--- src/rtl/rtc_pkg.sv ---
// Shared constants for the clock card reader: card register map, snapshot
// field layout, signature bytes, per-field digit limits and FSM states.
package rtc_pkg;

  // Card register offsets (device-select space)
  localparam int OFF_SIG0   = 0;
  localparam int OFF_SIG1   = 1;
  localparam int OFF_YEAR_T = 2;
  localparam int OFF_YEAR_O = 3;
  localparam int OFF_MON_T  = 4;
  localparam int OFF_MON_O  = 5;
  localparam int OFF_DOW    = 6;
  localparam int OFF_DAY_T  = 7;
  localparam int OFF_DAY_O  = 8;
  localparam int OFF_HR_T   = 9;
  localparam int OFF_HR_O   = 10;
  localparam int OFF_MIN_T  = 11;
  localparam int OFF_MIN_O  = 12;
  localparam int OFF_SEC_T  = 13;
  localparam int OFF_SEC_O  = 14;

  // Scan layout: 15 registers, then the seconds pair read a second time
  localparam int NUM_REGS     = 15;
  localparam int NUM_READS    = 17;
  localparam int REREAD_SEC_T = 15;
  localparam int REREAD_SEC_O = 16;

  // Snapshot vector layout
  localparam int RTC_W      = 65;
  localparam int TOGGLE_BIT = 64;
  localparam int SEC_O_LSB  = 0;   localparam int SEC_O_W  = 4;
  localparam int SEC_T_LSB  = 4;   localparam int SEC_T_W  = 3;
  localparam int MIN_O_LSB  = 8;   localparam int MIN_O_W  = 4;
  localparam int MIN_T_LSB  = 12;  localparam int MIN_T_W  = 3;
  localparam int HR_O_LSB   = 16;  localparam int HR_O_W   = 4;
  localparam int HR_T_LSB   = 20;  localparam int HR_T_W   = 2;
  localparam int DAY_O_LSB  = 24;  localparam int DAY_O_W  = 4;
  localparam int DAY_T_LSB  = 28;  localparam int DAY_T_W  = 2;
  localparam int MON_O_LSB  = 32;  localparam int MON_O_W  = 4;
  localparam int MON_T_LSB  = 36;  localparam int MON_T_W  = 1;
  localparam int YEAR_O_LSB = 40;  localparam int YEAR_O_W = 4;
  localparam int YEAR_T_LSB = 44;  localparam int YEAR_T_W = 4;
  localparam int DOW_LSB    = 48;  localparam int DOW_W    = 3;

  // Signature bytes the card presents at offsets 0 and 1
  localparam logic [7:0] SIG0_BYTE = 8'h32;
  localparam logic [7:0] SIG1_BYTE = 8'h30;

  // ASCII digit range and the largest digit allowed per tens field
  localparam logic [7:0] ASCII_ZERO = 8'h30;
  localparam int DIGIT_MAX  = 9;
  localparam int MON_T_MAX  = 1;
  localparam int DOW_MAX    = 6;
  localparam int DAY_T_MAX  = 3;
  localparam int HR_T_MAX   = 2;
  localparam int MIN_T_MAX  = 5;
  localparam int SEC_T_MAX  = 5;

  typedef enum logic [2:0] {
    ST_IDLE,
    ST_REQ,
    ST_ADDR,
    ST_SAMPLE,
    ST_CHECK
  } state_t;

  // Largest legal digit value for the byte at a given register offset
  function automatic logic [7:0] field_max(input int off);
    case (off)
      OFF_MON_T: return 8'(MON_T_MAX);
      OFF_DOW:   return 8'(DOW_MAX);
      OFF_DAY_T: return 8'(DAY_T_MAX);
      OFF_HR_T:  return 8'(HR_T_MAX);
      OFF_MIN_T: return 8'(MIN_T_MAX);
      OFF_SEC_T: return 8'(SEC_T_MAX);
      default:   return 8'(DIGIT_MAX);
    endcase
  endfunction

  // Register offset visited at each step of the scan
  function automatic logic [3:0] seq_offset(input logic [4:0] idx);
    if (idx == 5'(REREAD_SEC_T))
      return 4'(OFF_SEC_T);
    else if (idx == 5'(REREAD_SEC_O))
      return 4'(OFF_SEC_O);
    else
      return idx[3:0];
  endfunction

endpackage

--- src/rtl/rtc_field_check.sv ---
// Combinational validator: every captured card byte must carry the expected
// signature or an ASCII digit within the range of its field.
module rtc_field_check
  import rtc_pkg::*;
(
  input  logic [NUM_REGS-1:0][7:0] regs,
  output logic                     format_ok
);

  logic [NUM_REGS-1:0] byte_ok;

  assign byte_ok[OFF_SIG0] = (regs[OFF_SIG0] == SIG0_BYTE);
  assign byte_ok[OFF_SIG1] = (regs[OFF_SIG1] == SIG1_BYTE);

  // Each time/date byte is '0' up to '0' + the field's maximum digit
  genvar gi;
  generate
    for (gi = OFF_YEAR_T; gi < NUM_REGS; gi++) begin : g_digit
      assign byte_ok[gi] = (regs[gi] >= ASCII_ZERO) &&
                           (regs[gi] <= (ASCII_ZERO + field_max(gi)));
    end
  endgenerate

  assign format_ok = &byte_ok;

endmodule

--- src/rtl/clock_card_reader.sv ---
// Slot-bus initiator that scans the clock card's BCD registers, confirms the
// seconds did not roll during the scan, validates the byte format and
// publishes a packed RTC snapshot whose top bit toggles on every update.
module clock_card_reader
  import rtc_pkg::*;
#(
  parameter int MAX_RETRY    = 3,
  parameter bit CHECK_FORMAT = 1'b1
)(
  input  logic             CLK_14M,
  input  logic             RESET,
  input  logic             BUS_CE,
  input  logic             START,
  output logic             BUS_REQ,
  input  logic             BUS_GNT,
  output logic [3:0]       ADDRESS,
  output logic             DEVICE_SELECT_N,
  output logic             RW_N,
  input  logic [7:0]       DATA_IN,
  output logic [RTC_W-1:0] RTC_OUT,
  output logic             BUSY,
  output logic             DONE,
  output logic             ERR
);

  localparam int RETRY_W = (MAX_RETRY < 1) ? 1 : $clog2(MAX_RETRY + 1);
  localparam logic [4:0] LAST_INDEX = 5'(NUM_READS - 1);

  state_t                      state;
  logic [4:0]                  index;
  logic [RETRY_W-1:0]          retry_count;
  logic [NUM_READS-1:0][7:0]   slot;
  logic [RTC_W-2:0]            snapshot;
  logic                        format_ok;
  logic                        sec_mismatch;
  logic                        format_fail;
  logic                        retry_left;

  // The reader never writes the card
  assign RW_N = 1'b1;

  rtc_field_check u_field_check (
    .regs      (slot[NUM_REGS-1:0]),
    .format_ok (format_ok)
  );

  // A changed seconds byte means the card ticked mid-scan and fields may mix
  assign sec_mismatch = (slot[OFF_SEC_T] != slot[REREAD_SEC_T]) ||
                        (slot[OFF_SEC_O] != slot[REREAD_SEC_O]);
  assign format_fail  = CHECK_FORMAT && !format_ok;
  assign retry_left   = (int'(retry_count) < MAX_RETRY);

  // Repack the captured low nibbles into the card's 64-bit RTC layout
  always_comb begin
    snapshot = '0;
    snapshot[SEC_O_LSB  +: SEC_O_W ] = slot[OFF_SEC_O ][SEC_O_W-1:0];
    snapshot[SEC_T_LSB  +: SEC_T_W ] = slot[OFF_SEC_T ][SEC_T_W-1:0];
    snapshot[MIN_O_LSB  +: MIN_O_W ] = slot[OFF_MIN_O ][MIN_O_W-1:0];
    snapshot[MIN_T_LSB  +: MIN_T_W ] = slot[OFF_MIN_T ][MIN_T_W-1:0];
    snapshot[HR_O_LSB   +: HR_O_W  ] = slot[OFF_HR_O  ][HR_O_W-1:0];
    snapshot[HR_T_LSB   +: HR_T_W  ] = slot[OFF_HR_T  ][HR_T_W-1:0];
    snapshot[DAY_O_LSB  +: DAY_O_W ] = slot[OFF_DAY_O ][DAY_O_W-1:0];
    snapshot[DAY_T_LSB  +: DAY_T_W ] = slot[OFF_DAY_T ][DAY_T_W-1:0];
    snapshot[MON_O_LSB  +: MON_O_W ] = slot[OFF_MON_O ][MON_O_W-1:0];
    snapshot[MON_T_LSB  +: MON_T_W ] = slot[OFF_MON_T ][MON_T_W-1:0];
    snapshot[YEAR_O_LSB +: YEAR_O_W] = slot[OFF_YEAR_O][YEAR_O_W-1:0];
    snapshot[YEAR_T_LSB +: YEAR_T_W] = slot[OFF_YEAR_T][YEAR_T_W-1:0];
    snapshot[DOW_LSB    +: DOW_W   ] = slot[OFF_DOW   ][DOW_W-1:0];
  end

  // Scan sequencer: request bus, address/sample each register, then judge
  always_ff @(posedge CLK_14M or posedge RESET) begin
    if (RESET) begin
      state           <= ST_IDLE;
      index           <= '0;
      retry_count     <= '0;
      slot            <= '0;
      BUS_REQ         <= 1'b0;
      ADDRESS         <= '0;
      DEVICE_SELECT_N <= 1'b1;
      RTC_OUT         <= '0;
      BUSY            <= 1'b0;
      DONE            <= 1'b0;
      ERR             <= 1'b0;
    end else begin
      DONE <= 1'b0;
      ERR  <= 1'b0;
      case (state)
        ST_IDLE: begin
          if (START) begin
            BUSY        <= 1'b1;
            BUS_REQ     <= 1'b1;
            retry_count <= '0;
            index       <= '0;
            state       <= ST_REQ;
          end
        end

        ST_REQ: begin
          BUS_REQ         <= 1'b1;
          DEVICE_SELECT_N <= 1'b1;
          if (BUS_GNT)
            state <= ST_ADDR;
        end

        ST_ADDR: begin
          if (!BUS_GNT) begin
            // Grant lost: release the card and re-read this register later
            DEVICE_SELECT_N <= 1'b1;
            state           <= ST_REQ;
          end else begin
            ADDRESS         <= seq_offset(index);
            DEVICE_SELECT_N <= 1'b0;
            if (BUS_CE)
              state <= ST_SAMPLE;
          end
        end

        ST_SAMPLE: begin
          if (!BUS_GNT) begin
            DEVICE_SELECT_N <= 1'b1;
            state           <= ST_REQ;
          end else if (BUS_CE) begin
            slot[index]     <= DATA_IN;
            // One idle select cycle separates consecutive register reads
            DEVICE_SELECT_N <= 1'b1;
            index           <= index + 5'd1;
            if (index == LAST_INDEX)
              state <= ST_CHECK;
            else
              state <= ST_ADDR;
          end
        end

        ST_CHECK: begin
          if (sec_mismatch && retry_left) begin
            // Rescan from the top while keeping the bus
            retry_count <= retry_count + RETRY_W'(1);
            index       <= '0;
            state       <= ST_ADDR;
          end else begin
            if (sec_mismatch || format_fail) begin
              ERR <= 1'b1;
            end else begin
              RTC_OUT <= {~RTC_OUT[TOGGLE_BIT], snapshot};
              DONE    <= 1'b1;
            end
            BUS_REQ <= 1'b0;
            BUSY    <= 1'b0;
            state   <= ST_IDLE;
          end
        end

        default: begin
          BUS_REQ         <= 1'b0;
          DEVICE_SELECT_N <= 1'b1;
          BUSY            <= 1'b0;
          state           <= ST_IDLE;
        end
      endcase
    end
  end

endmodule

--- config.mk ---
export PLATFORM = sky130hd
export DESIGN_NAME = clock_card_reader
export DESIGN_NICKNAME = d
export VERILOG_FILES = /design/src/rtl/rtc_pkg.sv /design/src/rtl/rtc_field_check.sv /design/src/rtl/clock_card_reader.sv
export SDC_FILE = /design/constraint.sdc
export NUM_CORES = 1
export LEC_CHECK = 0
export CAP_MARGIN = 20
export CELL_PAD_IN_SITES_DETAIL_PLACEMENT = 2
export CELL_PAD_IN_SITES_GLOBAL_PLACEMENT = 2
export CORE_MARGIN = 10
export CORE_UTILIZATION = 40
export DETAILED_ROUTE_END_ITERATION = 10
export PLACE_DENSITY_LB_ADDON = 0.1
export SLEW_MARGIN = 20
export SYNTH_ARGS = -nofsm -noshare
export SYNTH_HDL_FRONTEND = slang
export SYNTH_SLANG_ARGS = --single-unit
--- constraint.sdc ---
create_clock -name CLK_14M -period 7.9 [get_ports CLK_14M]
set_clock_uncertainty 0.2 [all_clocks]
set_input_delay 1.58 -clock CLK_14M [delete_from_list [all_inputs] [get_ports CLK_14M]]
set_output_delay 1.58 -clock CLK_14M [all_outputs]
set_load 0.05 [all_outputs]
==> flow_metrics.env <==
export IMPL_power_switching_uw=788.9
export IMPL_finalSetupTns_ns=0
export IMPL_area_delta_synth_final_pct=16.79
export IMPL_hpwl_mm=14.67
export IMPL_synth_distinct_cells=53
export IMPL_vias=4922
export IMPL_die_x_um=165.4
export IMPL_gr_total_overflow=0
export IMPL_portBuffers=64
export IMPL_ios=88
export IMPL_firstDrtPassIters=4
export IMPL_fin_util_pct=47.25
export IMPL_worstMarginPinSlew_ns=1.023
export IMPL_max_slew_margin_pct=31.61
export IMPL_async_reset_ff_share_pct=100.0
export IMPL_die_h_um=165.4
export IMPL_grt_pass1_wl_mm=33.87
export IMPL_avgSynthCellArea_sq_um=14.45
export IMPL_synthFlopType="dfrtp_1"
export IMPL_routabilityCongestion=0.7533
export IMPL_vdd_ir_drop_max_uv=155.0
export IMPL_regArea_sq_um=4956
export IMPL_slew_viol_final=0
export IMPL_routed_wl_mm=21.27
export IMPL_outcome="completed"
export IMPL_powerDensity_nw_per_um2=267.8
export IMPL_cp_end_kind="flip-flop"
export IMPL_synth_seq_area_share_pct=58.64
export IMPL_cts_tree="yes"
export IMPL_clkPwrFrac_pct=34.2
export IMPL_fillers=1984
export IMPL_max_freq_mhz=271.5
export IMPL_place_area_sq_um=9258
export IMPL_power_switching_share_pct=29.84
export IMPL_drtIter0Drc=180
export IMPL_h_tree_depth=4
export IMPL_netlist_area_sq_um=8452
export IMPL_cap_violations=0
export IMPL_ys_ff_latch=198
export IMPL_insertion_delay_ns=0.44
export IMPL_start_util_pct=40.46
export IMPL_cts_root_buf="clkbuf_16"
export IMPL_dieArea_sq_um=27340
export IMPL_critPathArrivalTime_ns=3.81
export IMPL_ys_warnings_count=0
export IMPL_crit_required_ns=8.02
export IMPL_clock_sinks=198
export IMPL_finalSetupViolCount=0
export IMPL_antenna_found_initial=0
export IMPL_ant_nets=0
export IMPL_drc=0
export IMPL_rows=53
export IMPL_diodes=0
export IMPL_routedWlPerCell_um=22.68
export IMPL_p_total_uw=2643
export IMPL_fin_area_sq_um=9871
export IMPL_drive_above_1_share_pct=35.90
export IMPL_combPwrFrac_pct=17.2
export IMPL_yosys_area_top_type="dfrtp_1"
export IMPL_grtUsageTotal_pct=16.31
export IMPL_post_cts_buffers=0
export IMPL_synth_area_top_cells="dfrtp_1, mux2_2, buf_4"
export IMPL_hold_viol_final=0
export IMPL_routed_via_density=5.247
export IMPL_clk_pin_slew_ns=0.08
export IMPL_synth_edf_count=0
export IMPL_cp_start_kind="primary input"
export IMPL_p_leak_uw=0.004742
export IMPL_rsz0062_at_grt="false"
export IMPL_place_ws_ns=3.773
export IMPL_cts_buffers=17
export IMPL_min_path_type="reg -> reg"
export IMPL_ctsHoldBuffers=0
export IMPL_grt_max_degree=136
export IMPL_p_seq_share_pct=48.5
export IMPL_synthCells=585
export IMPL_cts_repair_resized=0
export IMPL_cts_buffer_depth=2
export IMPL_cp_max_fo=8
export IMPL_fin_crit_sh_pct=46.62
export IMPL_min_period_ns=3.683
export IMPL_power_internal_uw=1854
export IMPL_fin_ws_ns=4.217
export IMPL_grt_pass1_vias=5663
export IMPL_core_area_sq_um=20890
export IMPL_multi_input_area_sq_um=3276
export IMPL_path_class="in -> reg"
export IMPL_synth_top_area_share_pct=58.33
export IMPL_fin_nets=669
-- cells by family (layout without fill, tap and decap cells) --
group	Yosys count	count (layout)	share of synthesized area, %
buffers and inverters	46	103	3.538
xor gates and xnor gates	18	18	1.865
muxes	181	181	24.31
adders and majority gates	6	6	0.8882
and+or+nand+nor	98	98	8.157
other	2	23	0.08886
AOI/OAI and AO/OA	36	36	2.517
DFF	198	198	58.64
-- synth_stat cells (5+ instances only) --
| cell | count |
|---|---|
| buf_6 | 5 |
| nand2_1 | 17 |
| nand4_1 | 10 |
| a31oi_1 | 5 |
| buf_4 | 23 |
| inv_1 | 5 |
| o21ai_0 | 14 |
| clkbuf_1 | 11 |
| nor2_1 | 16 |
| dfrtp_1 | 197 |
| mux2_4 | 5 |
| and4bb_2 | 6 |
| xnor2_1 | 18 |
| nand2_2 | 8 |
| mux2_2 | 168 |
| mux2_1 | 6 |
| a21oi_1 | 7 |
| ha_1 | 6 |
-- cell type report --
type | instances | area share [%]
Timing Repair Buffer | 66 | 6.642
Clock buffer | 17 | 4.310
Multi-Input combinational cell | 362 | 33.19
Clock inverter | 15 | 1.901
Tap cell | 275 | 3.486
Sequential cell | 198 | 50.21
Inverter | 5 | 0.2662
-- through the flow --
stage	hold slack, ns	instances
finish	0.2879	938
global route	0.3216	938
CTS	0.2895	938
detailed placement	0.2745	906
global placement	0.2625	906
floorplan	0.2516	606
-- registers in the layout (all words and copies together) (netlist names) --
signal and flops:
ADDRESS 4, BUSY 1, BUS_REQ 1, DEVICE_SELECT_N 1, DONE 1, ERR 1, RTC_OUT 43, index 5
retry_count 2, slot 136, state 3
-- cell usage in the layout (no fill, tap or decap), drive strengths merged, types with 3 or more instances in the layout --
| cell type | instances |
|---|---|
| clkinvlp | 4 |
| and4b | 3 |
| and4bb | 7 |
| clkbuf | 17 |
| nand2 | 25 |
| nand4 | 11 |
| ha | 6 |
| nor2 | 17 |
| clkdlybuf4s50 | 64 |
| and3 | 3 |
| nor4 | 6 |
| xnor2 | 18 |
| mux2 | 179 |
| dfrtp | 197 |
| a31oi | 5 |
| nor3 | 3 |
| a21oi | 7 |
| nand2b | 3 |
| o21ai | 14 |
| inv | 12 |
| nand3 | 5 |
| conb | 23 |
| nor4b | 6 |
-- metal layers --
layer	global-route usage, %	wire length [um]	up-vias
met1	20.45	9331	2647
met2	27.79	10830	63
met3	2.578	664	24
met5	0	0	-
li1	-	-	2188
met4	6.185	442	0
-- power by group through the flow --
stage               Sequential (uW)  Combinational, uW  Clock, uW
floorplan                      1300                313          0
global placement               1290                441          0
detailed placement             1300                460          0
CTS                            1280                465        924
global route                   1310                497        975
finish                         1280                455        905
-- final timing paths --
check / to / cells past startpoint / from / slack, ns
max reg2reg: RTC_OUT[21] / 6 / slot[0] / 4.59
max in group asynchronous: slot[92] / 3 / RESET / 4.50
min reg2reg: RTC_OUT[64] / 1 / RTC_OUT[64] / 0.29
min in group asynchronous: ADDRESS[0] / 2 / RESET / 1.54
min: RTC_OUT[64] / 1 / RTC_OUT[64] / 0.29
max: slot[105] / 6 / BUS_CE / 4.22
-- critical path, cell delays in order --
cell	delay [ns]
clkdlybuf4s50_1	0.53
nand3_2	0.14
or2_1	0.39
nor3_2	0.40
nand2_1	0.36
mux2_1	0.40
(Power assumes the default switching activity.)
